==> src/rtl/axi4_lite_regfile_pkg.sv <==
// Shared types and helpers for the AXI4-Lite register file: response codes and byte-lane merge.
package axi4_lite_regfile_pkg;

    localparam int MAX_DW = 64;
    localparam int MAX_SW = MAX_DW / 8;

    typedef enum logic [1:0] {
        RESP_OKAY   = 2'b00,
        RESP_SLVERR = 2'b10
    } axi_resp_t;

    // Callers zero-extend narrower words to MAX_DW and truncate the result back.
    function automatic logic [MAX_DW-1:0] strb_merge(
        input logic [MAX_DW-1:0] old_word,
        input logic [MAX_DW-1:0] new_word,
        input logic [MAX_SW-1:0] strb
    );
        logic [MAX_DW-1:0] res;
        res = old_word;
        for (int b = 0; b < MAX_SW; b++) begin
            if (strb[b]) res[b*8 +: 8] = new_word[b*8 +: 8];
        end
        return res;
    endfunction

endpackage

==> src/rtl/axi4_lite_regfile_if.sv <==
// AXI4-Lite channel bundle between a manager and the register file subordinate.
interface axi4_lite_regfile_if
    import axi4_lite_regfile_pkg::*;
#(
    parameter int DATA_WIDTH = 32,
    parameter int ADDR_WIDTH = 32
) ();

    localparam int STRB_W = DATA_WIDTH / 8;

    // Every channel: a transfer happens on an aclk edge where valid && ready are both 1.
    // Once raised, valid and its payload hold until that edge; ready may change freely.
    logic [ADDR_WIDTH-1:0] awaddr;
    logic [2:0]            awprot;
    logic                  awvalid;
    logic                  awready;

    logic [DATA_WIDTH-1:0] wdata;
    logic [STRB_W-1:0]     wstrb;
    logic                  wvalid;
    logic                  wready;

    axi_resp_t             bresp;
    logic                  bvalid;
    logic                  bready;

    logic [ADDR_WIDTH-1:0] araddr;
    logic [2:0]            arprot;
    logic                  arvalid;
    logic                  arready;

    logic [DATA_WIDTH-1:0] rdata;
    axi_resp_t             rresp;
    logic                  rvalid;
    logic                  rready;

    modport master (
        output awaddr, awprot, awvalid, input awready,
        output wdata, wstrb, wvalid, input wready,
        input bresp, bvalid, output bready,
        output araddr, arprot, arvalid, input arready,
        input rdata, rresp, rvalid, output rready
    );

    modport subordinate (
        input awaddr, awprot, awvalid, output awready,
        input wdata, wstrb, wvalid, output wready,
        output bresp, bvalid, input bready,
        input araddr, arprot, arvalid, output arready,
        output rdata, rresp, rvalid, input rready
    );

endinterface

==> src/rtl/axi4_lite_regfile_wr_collect.sv <==
// Captures AW and W independently, fires a one-cycle commit once both are held, and owns the B channel.
module axi4_lite_regfile_wr_collect
    import axi4_lite_regfile_pkg::*;
#(
    parameter int DATA_WIDTH = 32,
    parameter int ADDR_WIDTH = 32
) (
    input  logic                    aclk,
    input  logic                    aresetn,
    input  logic                    awvalid,
    input  logic [ADDR_WIDTH-1:0]   awaddr,
    output logic                    awready,
    input  logic                    wvalid,
    input  logic [DATA_WIDTH-1:0]   wdata,
    input  logic [DATA_WIDTH/8-1:0] wstrb,
    output logic                    wready,
    output logic                    bvalid,
    output axi_resp_t               bresp,
    input  logic                    bready,
    input  logic                    wr_err,
    output logic                    wr_commit,
    output logic [ADDR_WIDTH-1:0]   wr_addr,
    output logic [DATA_WIDTH-1:0]   wr_data,
    output logic [DATA_WIDTH/8-1:0] wr_strb
);

    logic      run;
    logic      aw_held;
    logic      w_held;
    logic      bvalid_q;
    axi_resp_t bresp_q;

    // run keeps the ready outputs low until the first edge after reset release.
    assign awready   = run && !aw_held && !bvalid_q;
    assign wready    = run && !w_held && !bvalid_q;
    assign wr_commit = aw_held && w_held && !bvalid_q;
    assign bvalid    = bvalid_q;
    assign bresp     = bresp_q;

    always_ff @(posedge aclk or negedge aresetn) begin
        if (!aresetn) begin
            run      <= 1'b0;
            aw_held  <= 1'b0;
            w_held   <= 1'b0;
            bvalid_q <= 1'b0;
            bresp_q  <= RESP_OKAY;
            wr_addr  <= '0;
            wr_data  <= '0;
            wr_strb  <= '0;
        end else begin
            run <= 1'b1;
            if (awvalid && awready) begin
                aw_held <= 1'b1;
                wr_addr <= awaddr;
            end
            if (wvalid && wready) begin
                w_held  <= 1'b1;
                wr_data <= wdata;
                wr_strb <= wstrb;
            end
            if (wr_commit) begin
                bvalid_q <= 1'b1;
                bresp_q  <= wr_err ? RESP_SLVERR : RESP_OKAY;
            end else if (bvalid_q && bready) begin
                bvalid_q <= 1'b0;
                aw_held  <= 1'b0;
                w_held   <= 1'b0;
            end
        end
    end

endmodule

==> src/rtl/axi4_lite_regfile.sv <==
// Parametrised AXI4-Lite register file with byte strobes, read-only status entries and SLVERR decode.
module axi4_lite_regfile
    import axi4_lite_regfile_pkg::*;
#(
    parameter int                           DATA_WIDTH = 32,
    parameter int                           ADDR_WIDTH = 32,
    parameter int                           NUM_REGS   = 8,
    parameter logic [NUM_REGS-1:0]          RO_MASK    = '0,
    parameter logic [NUM_REGS*DATA_WIDTH-1:0] RESET_VAL = '0
) (
    input  logic                           aclk,
    input  logic                           aresetn,
    axi4_lite_regfile_if.subordinate       s_axi,
    output logic [NUM_REGS*DATA_WIDTH-1:0] reg_out,
    input  logic [NUM_REGS*DATA_WIDTH-1:0] reg_in,
    output logic [NUM_REGS-1:0]            wr_pulse
);

    localparam int STRB_W   = DATA_WIDTH / 8;
    localparam int ADDR_LSB = $clog2(STRB_W);
    localparam int IDX_W    = ADDR_WIDTH - ADDR_LSB;
    localparam int SEL_W    = (NUM_REGS > 1) ? $clog2(NUM_REGS) : 1;

    logic [DATA_WIDTH-1:0] regs    [NUM_REGS];
    logic [DATA_WIDTH-1:0] out_arr [NUM_REGS];

    logic                  wr_commit;
    logic                  wr_err;
    logic [ADDR_WIDTH-1:0] wr_addr;
    logic [DATA_WIDTH-1:0] wr_data;
    logic [STRB_W-1:0]     wr_strb;
    logic [IDX_W-1:0]      wr_idx;
    logic [SEL_W-1:0]      wr_sel;
    logic                  wr_in_range;

    logic [IDX_W-1:0]      rd_idx;
    logic [SEL_W-1:0]      rd_sel;
    logic                  rd_in_range;
    logic [DATA_WIDTH-1:0] rd_word;

    logic                  rd_run;
    logic                  rvalid_q;
    logic [DATA_WIDTH-1:0] rdata_q;
    axi_resp_t             rresp_q;

    logic                  unused_ok;
    assign unused_ok = ^{s_axi.awprot, s_axi.arprot,
                         s_axi.araddr[ADDR_LSB-1:0], wr_addr[ADDR_LSB-1:0]};

    axi4_lite_regfile_wr_collect #(
        .DATA_WIDTH (DATA_WIDTH),
        .ADDR_WIDTH (ADDR_WIDTH)
    ) u_wr_collect (
        .aclk      (aclk),
        .aresetn   (aresetn),
        .awvalid   (s_axi.awvalid),
        .awaddr    (s_axi.awaddr),
        .awready   (s_axi.awready),
        .wvalid    (s_axi.wvalid),
        .wdata     (s_axi.wdata),
        .wstrb     (s_axi.wstrb),
        .wready    (s_axi.wready),
        .bvalid    (s_axi.bvalid),
        .bresp     (s_axi.bresp),
        .bready    (s_axi.bready),
        .wr_err    (wr_err),
        .wr_commit (wr_commit),
        .wr_addr   (wr_addr),
        .wr_data   (wr_data),
        .wr_strb   (wr_strb)
    );

    // Write decode works on the held address, so it is stable for the whole commit cycle.
    assign wr_idx      = wr_addr[ADDR_WIDTH-1:ADDR_LSB];
    assign wr_sel      = wr_idx[SEL_W-1:0];
    assign wr_in_range = wr_idx < IDX_W'(NUM_REGS);
    assign wr_err      = wr_in_range ? RO_MASK[wr_sel] : 1'b1;

    always_ff @(posedge aclk or negedge aresetn) begin
        if (!aresetn) begin
            for (int i = 0; i < NUM_REGS; i++) begin
                regs[i] <= RESET_VAL[i*DATA_WIDTH +: DATA_WIDTH];
            end
            wr_pulse <= '0;
        end else begin
            wr_pulse <= '0;
            if (wr_commit && !wr_err) begin
                regs[wr_sel]     <= DATA_WIDTH'(strb_merge(MAX_DW'(regs[wr_sel]),
                                                           MAX_DW'(wr_data),
                                                           MAX_SW'(wr_strb)));
                wr_pulse[wr_sel] <= 1'b1;
            end
        end
    end

    // Read-only entries present the live status input; their storage is never written.
    for (genvar i = 0; i < NUM_REGS; i++) begin : g_out
        assign out_arr[i] = RO_MASK[i] ? reg_in[i*DATA_WIDTH +: DATA_WIDTH] : regs[i];
        assign reg_out[i*DATA_WIDTH +: DATA_WIDTH] = out_arr[i];
    end

    assign rd_idx      = s_axi.araddr[ADDR_WIDTH-1:ADDR_LSB];
    assign rd_sel      = rd_idx[SEL_W-1:0];
    assign rd_in_range = rd_idx < IDX_W'(NUM_REGS);

    always_comb begin
        rd_word = '0;
        if (rd_in_range) rd_word = out_arr[rd_sel];
    end

    assign s_axi.arready = rd_run && !rvalid_q;
    assign s_axi.rvalid  = rvalid_q;
    assign s_axi.rdata   = rdata_q;
    assign s_axi.rresp   = rresp_q;

    // Sampling regs before this edge's write lands gives old-value semantics on a same-edge collision.
    always_ff @(posedge aclk or negedge aresetn) begin
        if (!aresetn) begin
            rd_run   <= 1'b0;
            rvalid_q <= 1'b0;
            rdata_q  <= '0;
            rresp_q  <= RESP_OKAY;
        end else begin
            rd_run <= 1'b1;
            if (s_axi.arvalid && s_axi.arready) begin
                rvalid_q <= 1'b1;
                rdata_q  <= rd_word;
                rresp_q  <= rd_in_range ? RESP_OKAY : RESP_SLVERR;
            end else if (rvalid_q && s_axi.rready) begin
                rvalid_q <= 1'b0;
            end
        end
    end

endmodule

==> src/flat_wrapper.sv <==
// flat-port wrapper written by rule: the top's interface ports become plain ports
module axi4_lite_regfile_flat import axi4_lite_regfile_pkg::*;
#(
    parameter int                           DATA_WIDTH = 32,
    parameter int                           ADDR_WIDTH = 32,
    parameter int                           NUM_REGS   = 8,
    parameter logic [NUM_REGS-1:0]          RO_MASK    = '0,
    parameter logic [NUM_REGS*DATA_WIDTH-1:0] RESET_VAL = '0
)
  (aclk, aresetn, reg_out, reg_in, wr_pulse, s_axi_awaddr, s_axi_awprot, s_axi_awvalid, s_axi_awready, s_axi_wdata, s_axi_wstrb, s_axi_wvalid, s_axi_wready, s_axi_bresp, s_axi_bvalid, s_axi_bready, s_axi_araddr, s_axi_arprot, s_axi_arvalid, s_axi_arready, s_axi_rdata, s_axi_rresp, s_axi_rvalid, s_axi_rready);
  axi4_lite_regfile_if #(.DATA_WIDTH(DATA_WIDTH), .ADDR_WIDTH(ADDR_WIDTH)) s_axi_i ();
  input  logic aclk;
  input  logic aresetn;
  output logic [NUM_REGS*DATA_WIDTH-1:0] reg_out;
  input  logic [NUM_REGS*DATA_WIDTH-1:0] reg_in;
  output logic [NUM_REGS-1:0] wr_pulse;
  input wire logic [$bits(s_axi_i.awaddr)-1:0] s_axi_awaddr;
  input wire logic [$bits(s_axi_i.awprot)-1:0] s_axi_awprot;
  input wire logic [$bits(s_axi_i.awvalid)-1:0] s_axi_awvalid;
  output wire logic [$bits(s_axi_i.awready)-1:0] s_axi_awready;
  input wire logic [$bits(s_axi_i.wdata)-1:0] s_axi_wdata;
  input wire logic [$bits(s_axi_i.wstrb)-1:0] s_axi_wstrb;
  input wire logic [$bits(s_axi_i.wvalid)-1:0] s_axi_wvalid;
  output wire logic [$bits(s_axi_i.wready)-1:0] s_axi_wready;
  output wire logic [$bits(s_axi_i.bresp)-1:0] s_axi_bresp;
  output wire logic [$bits(s_axi_i.bvalid)-1:0] s_axi_bvalid;
  input wire logic [$bits(s_axi_i.bready)-1:0] s_axi_bready;
  input wire logic [$bits(s_axi_i.araddr)-1:0] s_axi_araddr;
  input wire logic [$bits(s_axi_i.arprot)-1:0] s_axi_arprot;
  input wire logic [$bits(s_axi_i.arvalid)-1:0] s_axi_arvalid;
  output wire logic [$bits(s_axi_i.arready)-1:0] s_axi_arready;
  output wire logic [$bits(s_axi_i.rdata)-1:0] s_axi_rdata;
  output wire logic [$bits(s_axi_i.rresp)-1:0] s_axi_rresp;
  output wire logic [$bits(s_axi_i.rvalid)-1:0] s_axi_rvalid;
  input wire logic [$bits(s_axi_i.rready)-1:0] s_axi_rready;
  assign s_axi_i.awaddr = s_axi_awaddr;
  assign s_axi_i.awprot = s_axi_awprot;
  assign s_axi_i.awvalid = s_axi_awvalid;
  assign s_axi_awready = s_axi_i.awready;
  assign s_axi_i.wdata = s_axi_wdata;
  assign s_axi_i.wstrb = s_axi_wstrb;
  assign s_axi_i.wvalid = s_axi_wvalid;
  assign s_axi_wready = s_axi_i.wready;
  assign s_axi_bresp = s_axi_i.bresp;
  assign s_axi_bvalid = s_axi_i.bvalid;
  assign s_axi_i.bready = s_axi_bready;
  assign s_axi_i.araddr = s_axi_araddr;
  assign s_axi_i.arprot = s_axi_arprot;
  assign s_axi_i.arvalid = s_axi_arvalid;
  assign s_axi_arready = s_axi_i.arready;
  assign s_axi_rdata = s_axi_i.rdata;
  assign s_axi_rresp = s_axi_i.rresp;
  assign s_axi_rvalid = s_axi_i.rvalid;
  assign s_axi_i.rready = s_axi_rready;
  axi4_lite_regfile #(.DATA_WIDTH(DATA_WIDTH), .ADDR_WIDTH(ADDR_WIDTH), .NUM_REGS(NUM_REGS), .RO_MASK(RO_MASK), .RESET_VAL(RESET_VAL)) u_core (.aclk(aclk), .aresetn(aresetn), .s_axi(s_axi_i), .reg_out(reg_out), .reg_in(reg_in), .wr_pulse(wr_pulse));
endmodule
==> config.mk <==
export PLATFORM = sky130hd
export DESIGN_NAME = axi4_lite_regfile_flat
export DESIGN_NICKNAME = d
export VERILOG_FILES = /design/src/rtl/axi4_lite_regfile_pkg.sv /design/src/rtl/axi4_lite_regfile_if.sv /design/src/rtl/axi4_lite_regfile_wr_collect.sv /design/src/rtl/axi4_lite_regfile.sv /design/src/flat_wrapper.sv
export SDC_FILE = /design/constraint.sdc
export NUM_CORES = 1
export LEC_CHECK = 0
export CAP_MARGIN = 20
export CORE_AREA = 10 10 256 258
export CTS_CLUSTER_DIAMETER = 60
export CTS_CLUSTER_SIZE = 40
export DETAILED_ROUTE_END_ITERATION = 7
export DIE_AREA = 0 0 266 268
export SLEW_MARGIN = 20
export SYNTH_ARGS = -nofsm -noshare
export SYNTH_HDL_FRONTEND = slang
export SYNTH_HIERARCHICAL = 1
export SYNTH_SLANG_ARGS = --single-unit
export TNS_END_PERCENT = 10
==> constraint.sdc <==
create_clock -name aclk -period 2 [get_ports aclk]
set_input_delay 0.6 -clock aclk [delete_from_list [all_inputs] [get_ports aclk]]
set_output_delay 0.6 -clock aclk [all_outputs]
set_load 0.01 [all_outputs]
# [Word-level counts from Yosys, hierarchy flattened]
# Memory sizes are Yosys's and may differ from the RTL's.
# Cells that the tools add are included.
[totals] n_memories=1 in_bits=369 output_inout_bits=305 regBits=373 word_cells=87 latchBits=0 romBits=8 ramBits=0
[classes] bitwise_logic=2 shift=0 reduce_logical=22 div=0 n_mul=0 mux=35 n_lt_le_gt_ge=7 eq_ne=0 n_addsub=0
[mem_list] name="(name not given)" depth=8 word_bits=1 rd=1 rd_ports_with_merged_regs=0 wr=0 line="axi4_lite_regfile.sv:77" rtl="assign wr_err = wr_in_range ? RO_MASK[wr_sel] : 1'b1;"
[ops] op="256-bit bitwise mux" n=1
[ops] op="32-bit binary-select mux with 3-bit select" n=2
[ops] op="32-bit 2-to-1 mux" n=6
[ops] op="32-bit demux with 3-bit select" n=1
[ops] op="8-bit 2-to-1 mux" n=9
[ops] op="30-bit by 4-bit less-than comparator with 1-bit output (second input constant)" n=2
[ops] op="1-bit logical AND" n=15
[ops] op="1-bit 2-to-1 mux" n=13
[ops] op="4-bit greater-or-equal comparator (second input constant)" n=2
[ops] op="3-bit NOT with 4-bit output" n=2
[ops] op="1-bit logical NOT" n=5
[ops] op="3-bit by 4-bit less-than comparator with 1-bit output (second input constant)" n=1
[ops] op="4-bit by 1-bit less-than comparator with 1-bit output (second input constant)" n=1
[ops] op="2-bit 2-to-1 mux" n=2
[ops] op="2-bit nonzero test" n=2
[ops] op="1-bit demux with 3-bit select" n=1
[ops] op="3-bit by 1-bit greater-or-equal comparator with 1-bit output (second input constant)" n=1

# [Depth between registers and ports, before layout]
[logic_depth] depth_word=7 ltp_mapped=9 depth_no_buf=6

# [Hierarchy]
# Netlist, hierarchy kept.
[modules_own_cells] mod="axi4_lite_regfile" instances=1 area_each_um2=16548.4 seq_area_each_um2=7482.2 cells_per_inst=1479
[modules_own_cells] mod="axi4_lite_regfile_wr_collect" instances=1 area_each_um2=3070.4 seq_area_each_um2=1826.8 cells_per_inst=168

# [Worst setup path after synthesis]
# No wires, ideal clock.
[synth_timing] path_kind="input port to flip-flop" start="input port s_axi_araddr[2]" end="register u_core.rdata_q[14] (netlist: u_core/s_axi.rdata[14])" n_path_buf=2 arrival_time_ns=2.003 required_time_ns=1.867 setup_slack_ns=-0.136 setup_time_ns=0.133 stages=5 cell_sequence="clkbuf_1 > buf_2 > mux4_2 > mux2i_1 > o21ai_0"
[synth_via] elab_chain_cells=5 elab_cells_between_ends=6 classes_between="1 x order compare; 4 x mux; 1 x bitwise"
[synth_lines] item="start: declaration" line="flat_wrapper.sv:28" rtl="input wire logic [$bits(s_axi_i.araddr)-1:0] s_axi_araddr;"
[synth_lines] item="parallel branches: the longest is 4 deep, another holds 30-bit by 4-bit less-than comparator with 1-bit output"
[synth_lines] item="32-bit 2-to-1 mux (*)" line="axi4_lite_regfile.sv:108" rtl="if (rd_in_range) rd_word = out_arr[rd_sel];"
[synth_lines] item="end signal: assignment" line="axi4_lite_regfile.sv:127" rtl="rdata_q <= rd_word;"
[synth_lines] item="end: declaration" line="axi4_lite_regfile.sv:43" rtl="logic [DATA_WIDTH-1:0] rdata_q;"
# Every way passes the cells marked *. The select of a mux whose other input is x is not followed.
# A chain may end at the register's enable or synchronous reset.

# [Worst setup path after layout]
[layout_timing] start="register u_core.u_wr_collect.wr_addr[3]" end="register u_core.regs, in the netlist u_core/reg_out[92]"
[layout_via] elab_chain_cells=7 elab_cells_between_ends=18 classes_between="3 x order compare; 10 x mux; 1 x bitwise; 3 x reduce/logical; 1 x memory"
[layout_lines] item="start: declaration" line="axi4_lite_regfile_wr_collect.sv:22" rtl="output logic [ADDR_WIDTH-1:0] wr_addr,"
[layout_lines] item="start signal: assignment" line="axi4_lite_regfile_wr_collect.sv:54" rtl="wr_addr <= awaddr;"
[layout_lines] item="parallel branches: the longest is 7 deep, another holds 30-bit by 4-bit less-than comparator with 1-bit output"
[layout_lines] item="end signal: indexed assignment" line="axi4_lite_regfile.sv:82" rtl="regs[i] <= RESET_VAL[i*DATA_WIDTH +: DATA_WIDTH];"
[layout_lines] item="end signal: indexed assignment" line="axi4_lite_regfile.sv:88" rtl="regs[wr_sel] <= DATA_WIDTH'(strb_merge(MAX_DW'(regs[wr_sel]),"
[layout_lines] item="end: declaration" line="axi4_lite_regfile.sv:24" rtl="logic [DATA_WIDTH-1:0] regs [NUM_REGS];"
# Several ways; the timed one is not identified. The select of a mux whose other input is x is not followed.

==> impl_results.md <==
* Critical Path End Type: flip-flop
* Syn_nets at about 2,000
* Ys Warns at 6
* Fin crit share at 1.10
* Drt initial violations at between 1,500 and 2,000
* Synth-to-layout area growth at 46.7%
* CP Launch Type: flip-flop
* CTS root buf: clkbuf_16
* Worst-skew pair later-pin latency at a little under 0.6 ns
* R2r startpoint: u_core/u_wr_collect/wr_addr[3]
* Die area at roughly 70,000 µm²
* Worst slew pin tran at between 1 and 1.5 ns
* Routed len/inst at 31.7 µm
* CTS Buf Count at 40
* Crit-path max cell delay at 0.57 ns
* R2R Path End: u_core/reg_out[92]
* Run status: finished, violations left
* Reg2Reg Depth at 6
* Worst Setup Path Type: reg -> reg
* Post-DP HPWL at 61.6 mm
* Maxcap violations at 0
* Setup TNS at -22.50 ns
* Ports at 674
* PD cells at 1000 nW/µm²
* Clk buf depth at 3
* Worst VDD drop at 0.000622 V
* Core area at 60,100 µm²
* Largest net degree at the start of global routing at 75
* Final setup violation count at 237
* Site row count at 90
* Mapped Cells at about 1,600
* Hold endpoint: u_core/s_axi.rdata[17]
* Chip Width at 266 µm
* N_diodes at 0
* Total grt overflow at 0
* Worst-path fanout max at 12
* Starting Density at 0.325
* Worst EP required at ~2.4 ns
* Share of layout cells above drive strength 1 at 0.324
* Flop-to-flop setup slack at -0.20 ns
* Initial antenna violation count at 7
* Num Clock Sinks at 370
* DRC errors left at 0
* Total GRT Usage at 0.248
* Worst path arrival time at 2.63 ns
* First-pass GRT wire length at 131 mm
* Slack of the critical path at -0.198 ns
* Clock transition at the registers of the reported paths at 0.07 ns
* Max Slew Vio Count at 0
* Hold depth at 2
* Clk_skew at approximately 0.021 ns
* GP Congestion at approximately 0.87
* Avg Inst Size Synth at 11.9 µm²
* Failing checks: negative setup slack
* Die height at 268 µm
* Detailed-route via count at 18,096
* Critical-path cell list: buf_12, mux2_4, a221o_1, a221oi_4, buf_4, o31ai_1
* Tmin final at 2.20 ns
* H-Tree Depth at 2
* Cell Area, Synth at 19,500 µm²
* Worst hold path class: reg -> reg
* Static leakage at roughly 13 nW
* Final Util at 0.477
* Drt total wl at 93.3 mm
* Antenna viol nets, final at 0
* Pre-Repair DR Iteration Count at 5
* Nets at around 2,500
* Vias per std cell at 6.15
* Fmax at 455 MHz
* Source of the worst hold timing path: u_core/s_axi.rdata[17]
* Hold Fails Final Rpt at 0
* # fillers at 5,485
* Vias in the first global route at around 18,000
* RSZ-0062 raised after global routing: true
* TritonCTS clock tree: done
* Relative slew slack at 0.242
* Slowest stage cell on the critical path: dfrtp_4
* PortBufs at a little over 400
==> cell usage in the layout, fill, tap and decap left out, drive strengths merged, types with 11 or more instances in the layout <==
master           n
dfrtp          370
mux4            69
a22oi           22
clkbuf          55
o2bb2ai         64
inv             29
nor4            12
clkdlybuf4s15   19
mux2           104
nand4           11
nand2           50
nor2            11
a221o           16
dlygate4sd2    271
nand2b          13
a221oi          26
o21ai          227
nor2b           22
clkdlybuf4s50   98
nand3           80
a22o            16
buf            231
o211ai          16
o31ai          192
mux2i           60
==> per-stage QoR <==
stage               area, µm²  hold WS [ns]  std cells  worst slack, ns  total power, mW
finish                  28700         0.481       2942           -0.198             28.7
global route            28700         0.512       2942           -0.267             29.6
detailed placement      25600         0.476       2818           -0.686             18.3
floorplan               19600         0.304       1643          -0.0552             14.5
CTS                     27400         0.486       2915           -0.198             27.0
global placement        25600         0.461       2818           -0.724             18.2
==> how the worst max path moves through the flow <==
stage                                        start                      to  slack [ns]  cells after the start
floorplan               u_core/u_wr_collect/bvalid      u_core/reg_out[94]       -0.06                      9
global placement                  s_axi_araddr[12]   u_core/s_axi.rresp[1]       -0.72                      6
detailed placement                s_axi_araddr[19]  u_core/s_axi.rdata[21]       -0.69                      6
CTS                     u_core/u_wr_collect/bvalid           s_axi_awready       -0.20                      4
global route            u_core/u_wr_collect/bvalid           s_axi_awready       -0.27                      4
finish              u_core/u_wr_collect/wr_addr[3]      u_core/reg_out[92]       -0.20                      6
==> per-layer routing <==
| layer | vias to the layer above | part of all wire | global-route usage |
|---|---|---|---|
| met3 | 250 | 0.11 | 0.0814 |
| met1 | 9213 | 0.41 | 0.328 |
| met4 | 8 | 0.042 | 0.0984 |
| li1 | 7406 | - | - |
| met2 | 1219 | 0.44 | 0.372 |
| met5 | - | 0.00056 | 0 |
==> flip-flops by register name (all words and copies together), names as in the netlist <==
register,flops
u_core/u_wr_collect/run,1
u_core/u_wr_collect/bresp,1
u_core/s_axi.rvalid,1
u_core/u_wr_collect/w_held,1
u_core/u_wr_collect/bvalid,1
u_core/s_axi.rresp,1
u_core/reg_out,256
u_core/u_wr_collect/wr_addr,30
u_core/u_wr_collect/wr_strb,4
u_core/rd_run,1
u_core/u_wr_collect/wr_data,32
u_core/wr_pulse,8
u_core/u_wr_collect/aw_held,1
u_core/s_axi.rdata,32
==> report_power, final <==
group	switching, mW	internal [mW]
combinational	6.42	4.89
sequential	0.825	8.21
clock	3.73	4.64
total	11.0	17.7
==> area by class of cell <==
class | count | area (µm²) | area share
clock buffers | 42 | 1040 | 0.0363
clock inverters | 30 | 429 | 0.0150
inverters | 17 | 63.8 | 0.00223
multi-input cells | 1068 | 10400 | 0.363
flip-flops and latches | 370 | 9290 | 0.324
well taps | 782 | 978 | 0.0341
repair buffers | 633 | 6450 | 0.225
==> timing repair <==
| item | 4_1_cts | 5_1_grt |
|---|---|---|
| endpoints found under the hold margin | 22 | 0 |
| pin swaps | 80 | 37 |
| endpoints found under the setup margin | 591 | 285 |
| gates cloned | 8 | 4 |
| hold buffers | 1 | 0 |
| gates resized for setup | 452 | 230 |
| buffers inserted | 16 | 25 |
==> critical path, delay by kind of cell, from the launching register on <==
family / cells / cell delay, ns
compound gates: 3 / 0.80
flops: 1 / 0.57
buf+inv: 2 / 0.37
mux: 1 / 0.30
Note: power is estimated with default switching activity, not from simulation.
